--- config.mk ---
export PLATFORM = sky130hd
export DESIGN_NAME = raw8_sensor_emu
export DESIGN_NICKNAME = d
export VERILOG_FILES = /design/src/rtl/raw8_sensor_emu.sv
export SDC_FILE = /design/constraint.sdc
export NUM_CORES = 1
export LEC_CHECK = 0
export CAP_MARGIN = 5
export CORE_MARGIN = 2
export CORE_UTILIZATION = 53
export CTS_CLUSTER_SIZE = 25
export DETAILED_ROUTE_END_ITERATION = 8
export PLACE_DENSITY = 0.77
export SETUP_SLACK_MARGIN = 0.3
export SLEW_MARGIN = 20
export SYNTH_ARGS = -nofsm -noshare
export SYNTH_HDL_FRONTEND = slang
export SYNTH_SLANG_ARGS = --single-unit
export TNS_END_PERCENT = 20
--- constraint.sdc ---
create_clock -name clk -period 2.8 [get_ports clk]
set_clock_uncertainty 0.1 [all_clocks]
set_input_delay 0.28 -clock clk [delete_from_list [all_inputs] [get_ports clk]]
set_output_delay 0.28 -clock clk [all_outputs]
set_load 0.05 [all_outputs]
--- src/rtl/raw8_sensor_emu.sv ---
// RAW8 CMOS sensor emulator: vsync/hsync/href timing plus built-in Bayer test patterns.
// Define RAW_NOISE_EN to XOR an LFSR into the three LSBs of every active pixel.
module raw8_sensor_emu #(
    parameter int IMG_HDISP = 640,
    parameter int IMG_VDISP = 480,
    parameter int HSYNC_W   = 2,
    parameter int H_BACK    = 2,
    parameter int H_FRONT   = 2,
    parameter int VSYNC_W   = 4,
    parameter int V_BACK    = 1,
    parameter int V_FRONT   = 1
) (
    input  logic        clk,
    input  logic        rst_n,
    input  logic        enable,
    input  logic [1:0]  mirror,
    input  logic [1:0]  pattern_sel,
    output logic        frame_vsync,
    output logic        frame_hsync,
    output logic        frame_href,
    output logic [7:0]  img_raw,
    output logic        busy,
    output logic        frame_done,
    output logic [15:0] frame_cnt
);

    localparam int H_TOTAL = HSYNC_W + H_BACK + IMG_HDISP + H_FRONT;

    localparam logic [15:0] H_LAST    = 16'(H_TOTAL - 1);
    localparam logic [15:0] HS_END    = 16'(HSYNC_W);
    localparam logic [15:0] ACT_START = 16'(HSYNC_W + H_BACK);
    localparam logic [15:0] ACT_END   = 16'(HSYNC_W + H_BACK + IMG_HDISP);
    localparam logic [15:0] VS_LAST   = 16'(VSYNC_W - 1);
    localparam logic [15:0] VB_LAST   = 16'(V_BACK - 1);
    localparam logic [15:0] VA_LAST   = 16'(IMG_VDISP - 1);
    localparam logic [15:0] VF_LAST   = 16'(V_FRONT - 1);
    localparam logic [15:0] BAR_LAST  = 16'(IMG_HDISP / 8 - 1);

    typedef enum logic [2:0] {
        S_IDLE,
        S_VSYNC,
        S_VBACK,
        S_ACTIVE,
        S_VFRONT
    } state_t;

    state_t      state_q, state_d;
    logic [15:0] hcnt_q, hcnt_d;
    logic [15:0] line_q, line_d;
    logic [15:0] x_q, x_d;
    logic [15:0] bar_cnt_q, bar_cnt_d;
    logic [2:0]  bar_idx_q, bar_idx_d;
    logic [1:0]  mirror_q, pattern_q;

    logic        line_end, frame_end, frame_start;
    logic        href_c, hsync_c, vsync_c, busy_c;
    logic        py, px, r_bit, g_bit, b_bit, sel_bit;
    logic [7:0]  pat_c, pix_c;

    // NOTE: every signal driven in always_comb gets a default first, so no path can infer a latch.
    always_comb begin
        state_d   = state_q;
        hcnt_d    = hcnt_q + 16'd1;
        line_d    = line_q;
        frame_end = 1'b0;
        line_end  = (hcnt_q == H_LAST);
        case (state_q)
            S_IDLE: begin
                hcnt_d = '0;
                line_d = '0;
                if (enable) state_d = S_VSYNC;
            end
            S_VSYNC: begin
                if (hcnt_q == VS_LAST) begin
                    hcnt_d  = '0;
                    state_d = (V_BACK > 0) ? S_VBACK : S_ACTIVE;
                end
            end
            S_VBACK: begin
                if (line_end) begin
                    hcnt_d = '0;
                    if (line_q == VB_LAST) begin
                        line_d  = '0;
                        state_d = S_ACTIVE;
                    end else begin
                        line_d = line_q + 16'd1;
                    end
                end
            end
            S_ACTIVE: begin
                if (line_end) begin
                    hcnt_d = '0;
                    if (line_q == VA_LAST) begin
                        line_d = '0;
                        if (V_FRONT > 0) begin
                            state_d = S_VFRONT;
                        end else begin
                            frame_end = 1'b1;
                            state_d   = enable ? S_VSYNC : S_IDLE;
                        end
                    end else begin
                        line_d = line_q + 16'd1;
                    end
                end
            end
            S_VFRONT: begin
                if (line_end) begin
                    hcnt_d = '0;
                    if (line_q == VF_LAST) begin
                        line_d    = '0;
                        frame_end = 1'b1;
                        state_d   = enable ? S_VSYNC : S_IDLE;
                    end else begin
                        line_d = line_q + 16'd1;
                    end
                end
            end
            default: state_d = S_IDLE;
        endcase
    end

    assign frame_start = (state_q == S_VSYNC) && (hcnt_q == '0);
    assign href_c  = (state_q == S_ACTIVE) && (hcnt_q >= ACT_START) && (hcnt_q < ACT_END);
    assign vsync_c = (state_q != S_VSYNC);
    assign busy_c  = (state_q != S_IDLE);
    assign hsync_c = (state_q == S_IDLE) ||
                     ((state_q != S_VSYNC) && (hcnt_q >= HS_END));

    // Bar index advances every IMG_HDISP/8 pixels, avoiding a divider on x.
    always_comb begin
        x_d       = '0;
        bar_cnt_d = '0;
        bar_idx_d = '0;
        if (href_c) begin
            x_d = x_q + 16'd1;
            if (bar_cnt_q == BAR_LAST) begin
                bar_idx_d = bar_idx_q + 3'd1;
            end else begin
                bar_cnt_d = bar_cnt_q + 16'd1;
                bar_idx_d = bar_idx_q;
            end
        end
    end

    assign py    = line_q[0] ^ mirror_q[1];
    assign px    = x_q[0] ^ mirror_q[0];
    assign r_bit = ~bar_idx_q[1];
    assign g_bit = ~bar_idx_q[2];
    assign b_bit = ~bar_idx_q[0];

    always_comb begin
        sel_bit = g_bit;
        pat_c   = 8'd0;
        case ({py, px})
            2'b00:   sel_bit = b_bit;
            2'b11:   sel_bit = r_bit;
            default: sel_bit = g_bit;
        endcase
        case (pattern_q)
            2'd0: begin
                case ({py, px})
                    2'b00:   pat_c = 8'd100;
                    2'b11:   pat_c = 8'd200;
                    default: pat_c = 8'd150;
                endcase
            end
            2'd1:    pat_c = sel_bit ? 8'd255 : 8'd0;
            2'd2:    pat_c = x_q[7:0];
            default: pat_c = (x_q[3] ^ line_q[3]) ? 8'd255 : 8'd0;
        endcase
    end

`ifdef RAW_NOISE_EN
    logic [15:0] lfsr_q;

    assign pix_c = href_c ? (pat_c ^ {5'b0, lfsr_q[2:0]}) : 8'd0;

    // Fibonacci taps 16,14,13,11; reseeded each frame so every frame carries the same noise.
    always_ff @(posedge clk or negedge rst_n) begin
        if (!rst_n) begin
            lfsr_q <= 16'hACE1;
        end else if (frame_start) begin
            lfsr_q <= 16'hACE1;
        end else if (href_c) begin
            lfsr_q <= {lfsr_q[14:0], lfsr_q[15] ^ lfsr_q[13] ^ lfsr_q[12] ^ lfsr_q[10]};
        end
    end
`else
    assign pix_c = href_c ? pat_c : 8'd0;
`endif

    // NOTE: sequential state uses non-blocking assignments so every register samples pre-edge values.
    always_ff @(posedge clk or negedge rst_n) begin
        if (!rst_n) begin
            state_q     <= S_IDLE;
            hcnt_q      <= '0;
            line_q      <= '0;
            x_q         <= '0;
            bar_cnt_q   <= '0;
            bar_idx_q   <= '0;
            mirror_q    <= '0;
            pattern_q   <= '0;
            frame_vsync <= 1'b1;
            frame_hsync <= 1'b1;
            frame_href  <= 1'b0;
            img_raw     <= 8'd0;
            busy        <= 1'b0;
            frame_done  <= 1'b0;
            frame_cnt   <= 16'd0;
        end else begin
            state_q     <= state_d;
            hcnt_q      <= hcnt_d;
            line_q      <= line_d;
            x_q         <= x_d;
            bar_cnt_q   <= bar_cnt_d;
            bar_idx_q   <= bar_idx_d;
            if (frame_start) begin
                mirror_q  <= mirror;
                pattern_q <= pattern_sel;
            end
            frame_vsync <= vsync_c;
            frame_hsync <= hsync_c;
            frame_href  <= href_c;
            img_raw     <= pix_c;
            busy        <= busy_c;
            frame_done  <= frame_end;
            if (frame_end) frame_cnt <= frame_cnt + 16'd1;
        end
    end

endmodule

==> run summary <==
• **Final Critical Period** 2.60 ns
• **biggest area consumer among synthesized cells** sky130_fd_sc_hd__dfrtp_1
• **Clk network pwr share** 0.231
• **area fraction in compound gates after synthesis** 0.0890
• **sequential group share of total power** 0.443
• **unrepaired setup endpoints after global routing** true
• **Synth-to-Final Area Change** 18.2%
• **share of the synthesized area in the top cell type** 0.487
• **total negative slack** 0 ns
• **largest net degree at the start of global routing** 47
• **first-pass iteration count of the detailed router** 6
• **post-synthesis share of cell area spent on and, or, nand and nor gates** 0.221
• **Int Power** 2.30 mW
• **DP Wirelength** 6910 um
• **commonest non-fill, non-tap cells in the layout** 93 x sky130_fd_sc_hd__dfrtp_1, 73 x sky130_fd_sc_hd__nor2_1, 34 x sky130_fd_sc_hd__clkdlybuf4s50_1
• **upper clock frequency limit** 384 MHz
• **final weighted congestion in routability-driven placement** 0.869
• **path category of the worst min-delay check** in2async
• **number of CTS-inserted buffers** 9
• **most frequently used flop master after synthesis** sky130_fd_sc_hd__dfrtp_1
• **Switching Share** 0.375
• **commonest non-fill, non-tap cell in the layout** sky130_fd_sc_hd__dfrtp_1
• **Initial Util** 0.548
• **CTS tree** built
• **met1 layer wirelength in the final routing** 4490 um
• **number of unique standard cell types used by synthesis** 51
• **die extent in x** 99.0 um
• **cell area after synthesis** 4780 sq um
• **clk_lat worst skew** 0.36 ns
• **# diodes** 0
• **count of input and output buffers** 35
• **buffer levels on the longest clock path** 2
• **number of sinks handled by clock tree synthesis** 95
• **register clock-pin slew on the reported worst setup and hold paths** 0.10 ns
• **run status** finished clean
• **dominant combinational cell family by area after synthesis** simple AND/OR/NAND/NOR gates
• **number of top-level design ports** 36
• **number of placed instances with taps included** 620
• **die area** 9800 sq um
• **number of synthesized flops with an enable pin** 0
• **final count of pins violating max slew** 0
• **Syn Inst Count** 478
• **required time worst endpoint** 2.95 ns
• **power dissipated by switching net loads** 1.38 mW
• **endpoint kind of the worst setup timing path** flop
• **number of vias in the routed layout** 3,664
• **H-tree depth** 3
• **flop and latch count out of synthesis** 95
• **Worst Reg-to-Reg Cells** 7
• **fraction of synthesized cell area in xor and xnor cells** 0.112
• **cell types occupying the most area after synthesis** sky130_fd_sc_hd__dfrtp_1 49%, sky130_fd_sc_hd__xnor2_1 6.2%, sky130_fd_sc_hd__nor2_1 5.9%
• **worst reg2reg startpoint** hcnt_q[5]
• **portion of the clock cycle consumed by the worst path in the final layout** 0.930
• **fraction of synthesized area in multiplexers** 0.0186
• **Adder-Cell Fraction of Synth Area** 0.0364
• **Worst R2R End** frame_cnt[9]
• **met2 wire length** 4870 um
• **root cell of the clock tree** sky130_fd_sc_hd__clkbuf_8
• **non-filler cells in the finished layout** 650
• **startpoint types** flop
• **Power Total** 3.68 mW
• **DRC Markers** 0
• **Worst Setup Path Type** reg2reg
• **DR WL/cell** 15.1 um
• **Placeable Area** 8720 sq um
• **Via-to-Cell Ratio** 5.64
• **uppermost signal routing layer after detailed routing** met4
• **sum of met3 wire segment lengths after detailed routing** 333 um
• **net count of the mapped netlist** 498
• **yosys synthesis warning count** 0
• **overall die height** 99.0 um
• **transition time at the pin with the least slew margin** 0.641 ns
• **VDD IR-drop max** 0.000346 V
• **vias in the first global route** 3,631
• **fraction of final layout cells sized beyond drive strength 1** 0.133
• **count of final setup violators** 0
• **power density cells** 651 nW/um^2
• **total of max-cap violations** 0
• **arrival time of the worst setup path** 2.76 ns
• **relative slew slack** 0.569
• **number of cell rows** 34
• **Mean Syn Cell Area** 10.0 sq um
• **Overflow after GRT** 0
• **highest fanout seen on the critical path** 5
• **internal reg-to-reg setup slack** 0.20 ns
• **wire length of the first global-routing pass** 16,800 um
• **proportion of synthesized chip area in sequential cells** 0.498
• **worst hold margin** 0.360 ns
• **static leakage** 2.51 nW
• **utilization of the core after routing** 0.648
• **count of final hold-check violations** 0
• **Routed WL** 9800 um
• **total global routing track utilization** 0.208
• **initial antenna violation count** 0
• **post-route ant nets** 0
• **portion of total power attributed to combinational logic** 0.327
• **# nets final** 557
• **ys async rst share** 1.00
• **1st-iter DRT viols** 169
• **Filler Cells Inserted** 696
[Yosys cell counts (all sizes together) (3+ instances only)]
library cell	instances
dfrtp	93
nor2	75
xnor2	34
nand2	33
nand3	32
xor2	27
inv	20
nand4	15
ha	13
o21ai	13
a21oi	12
and3	12
clkbuf	10
nor4	8
and4	7
mux2	7
nor3	7
a211oi	5
a21o	5
and2	4
nand2b	4
or2	4
or3	4
o22ai	3
or4	3
[what timing repair did]
item / in CTS / in global routing
resized for setup: 2 / 12
setup endpoints to repair: 22 / 68
setup buffers: 5 / 7
cloned: 0 / 1
hold endpoints to repair: 43 / 0
pin swaps: 9 / 11
hold buffers: 1 / 0
[layer usage]
metal,up-vias,track usage
met4,0,0.0527
met1,1789,0.275
met3,18,0.0426
li1,1778,-
met5,-,0
met2,79,0.354
[area by class of cell]
cell class	instances	area, sq um	share of cell area
Sequential cell	95	2380	0.421
Multi-Input combinational cell	351	2340	0.414
Timing Repair Buffer	60	539	0.0954
Inverter	20	75.1	0.0133
Clock buffer	11	141	0.0250
Clock inverter	5	41.3	0.00730
Tap cell	108	135	0.0239
[power groups by stage]
stage	sequential [mW]	combinational (mW)	clock, mW
after CTS	1.63	1.17	0.866
final	1.63	1.20	0.848
after floorplan	1.69	0.788	0
after global routing	1.65	1.33	0.926
after global placement	1.65	1.11	0
after detailed placement	1.66	1.16	0
[kinds of logic (layout without fill, tap and decap cells)]
logic type               after synthesis  count (layout)
AND/OR/NAND/NOR                      211             211
buffers and inverters                 32              96
AO/OA/AOI/OAI                         57              57
flip-flops                            95              95
XOR/XNOR                              61              61
multiplexers                           8               8
adder cells (fa/ha/maj)               14              14
[worst max path at each step]
stage,start,to,slack (ns),cells after the start
floorplan,hcnt_q[5],frame_cnt[9],0.25,6
global placement,hcnt_q[14],line_q[10],0.16,6
detailed placement,hcnt_q[14],line_q[15],0.10,6
CTS,hcnt_q[14],line_q[15],0.23,6
global route,hcnt_q[5],frame_cnt[9],0.12,7
finish,hcnt_q[5],frame_cnt[9],0.20,7
[worst max-delay path, cell delays in order (launching register included)]
cell                      delay (ns)
sky130_fd_sc_hd__dfrtp_1        0.40
sky130_fd_sc_hd__or4_4          0.56
sky130_fd_sc_hd__or3_4          0.40
sky130_fd_sc_hd__nor4_4         0.31
sky130_fd_sc_hd__buf_6          0.16
sky130_fd_sc_hd__and3_4         0.25
sky130_fd_sc_hd__nand4_1        0.16
sky130_fd_sc_hd__xnor2_1        0.17
[metrics by stage]
stage          worst slack [ns]  cell area [sq um]
3_5_place_dp              0.101               5300
3_3_place_gp              0.156               5300
2_1_floorplan             0.250               4780
5_1_grt                   0.119               5650
4_1_cts                   0.233               5540
6_report                  0.195               5650
[registers in the layout, indices dropped and copies added (netlist names)]
signal,flops
x_q,8
hcnt_q,16
frame_hsync,1
mirror_q,2
bar_cnt_q,16
bar_idx_q,3
img_raw,8
pattern_q,2
state_q,3
frame_vsync,1
frame_href,1
frame_cnt,16
busy,1
line_q,16
frame_done,1
No activity file was read; power rests on OpenSTA's default activity.
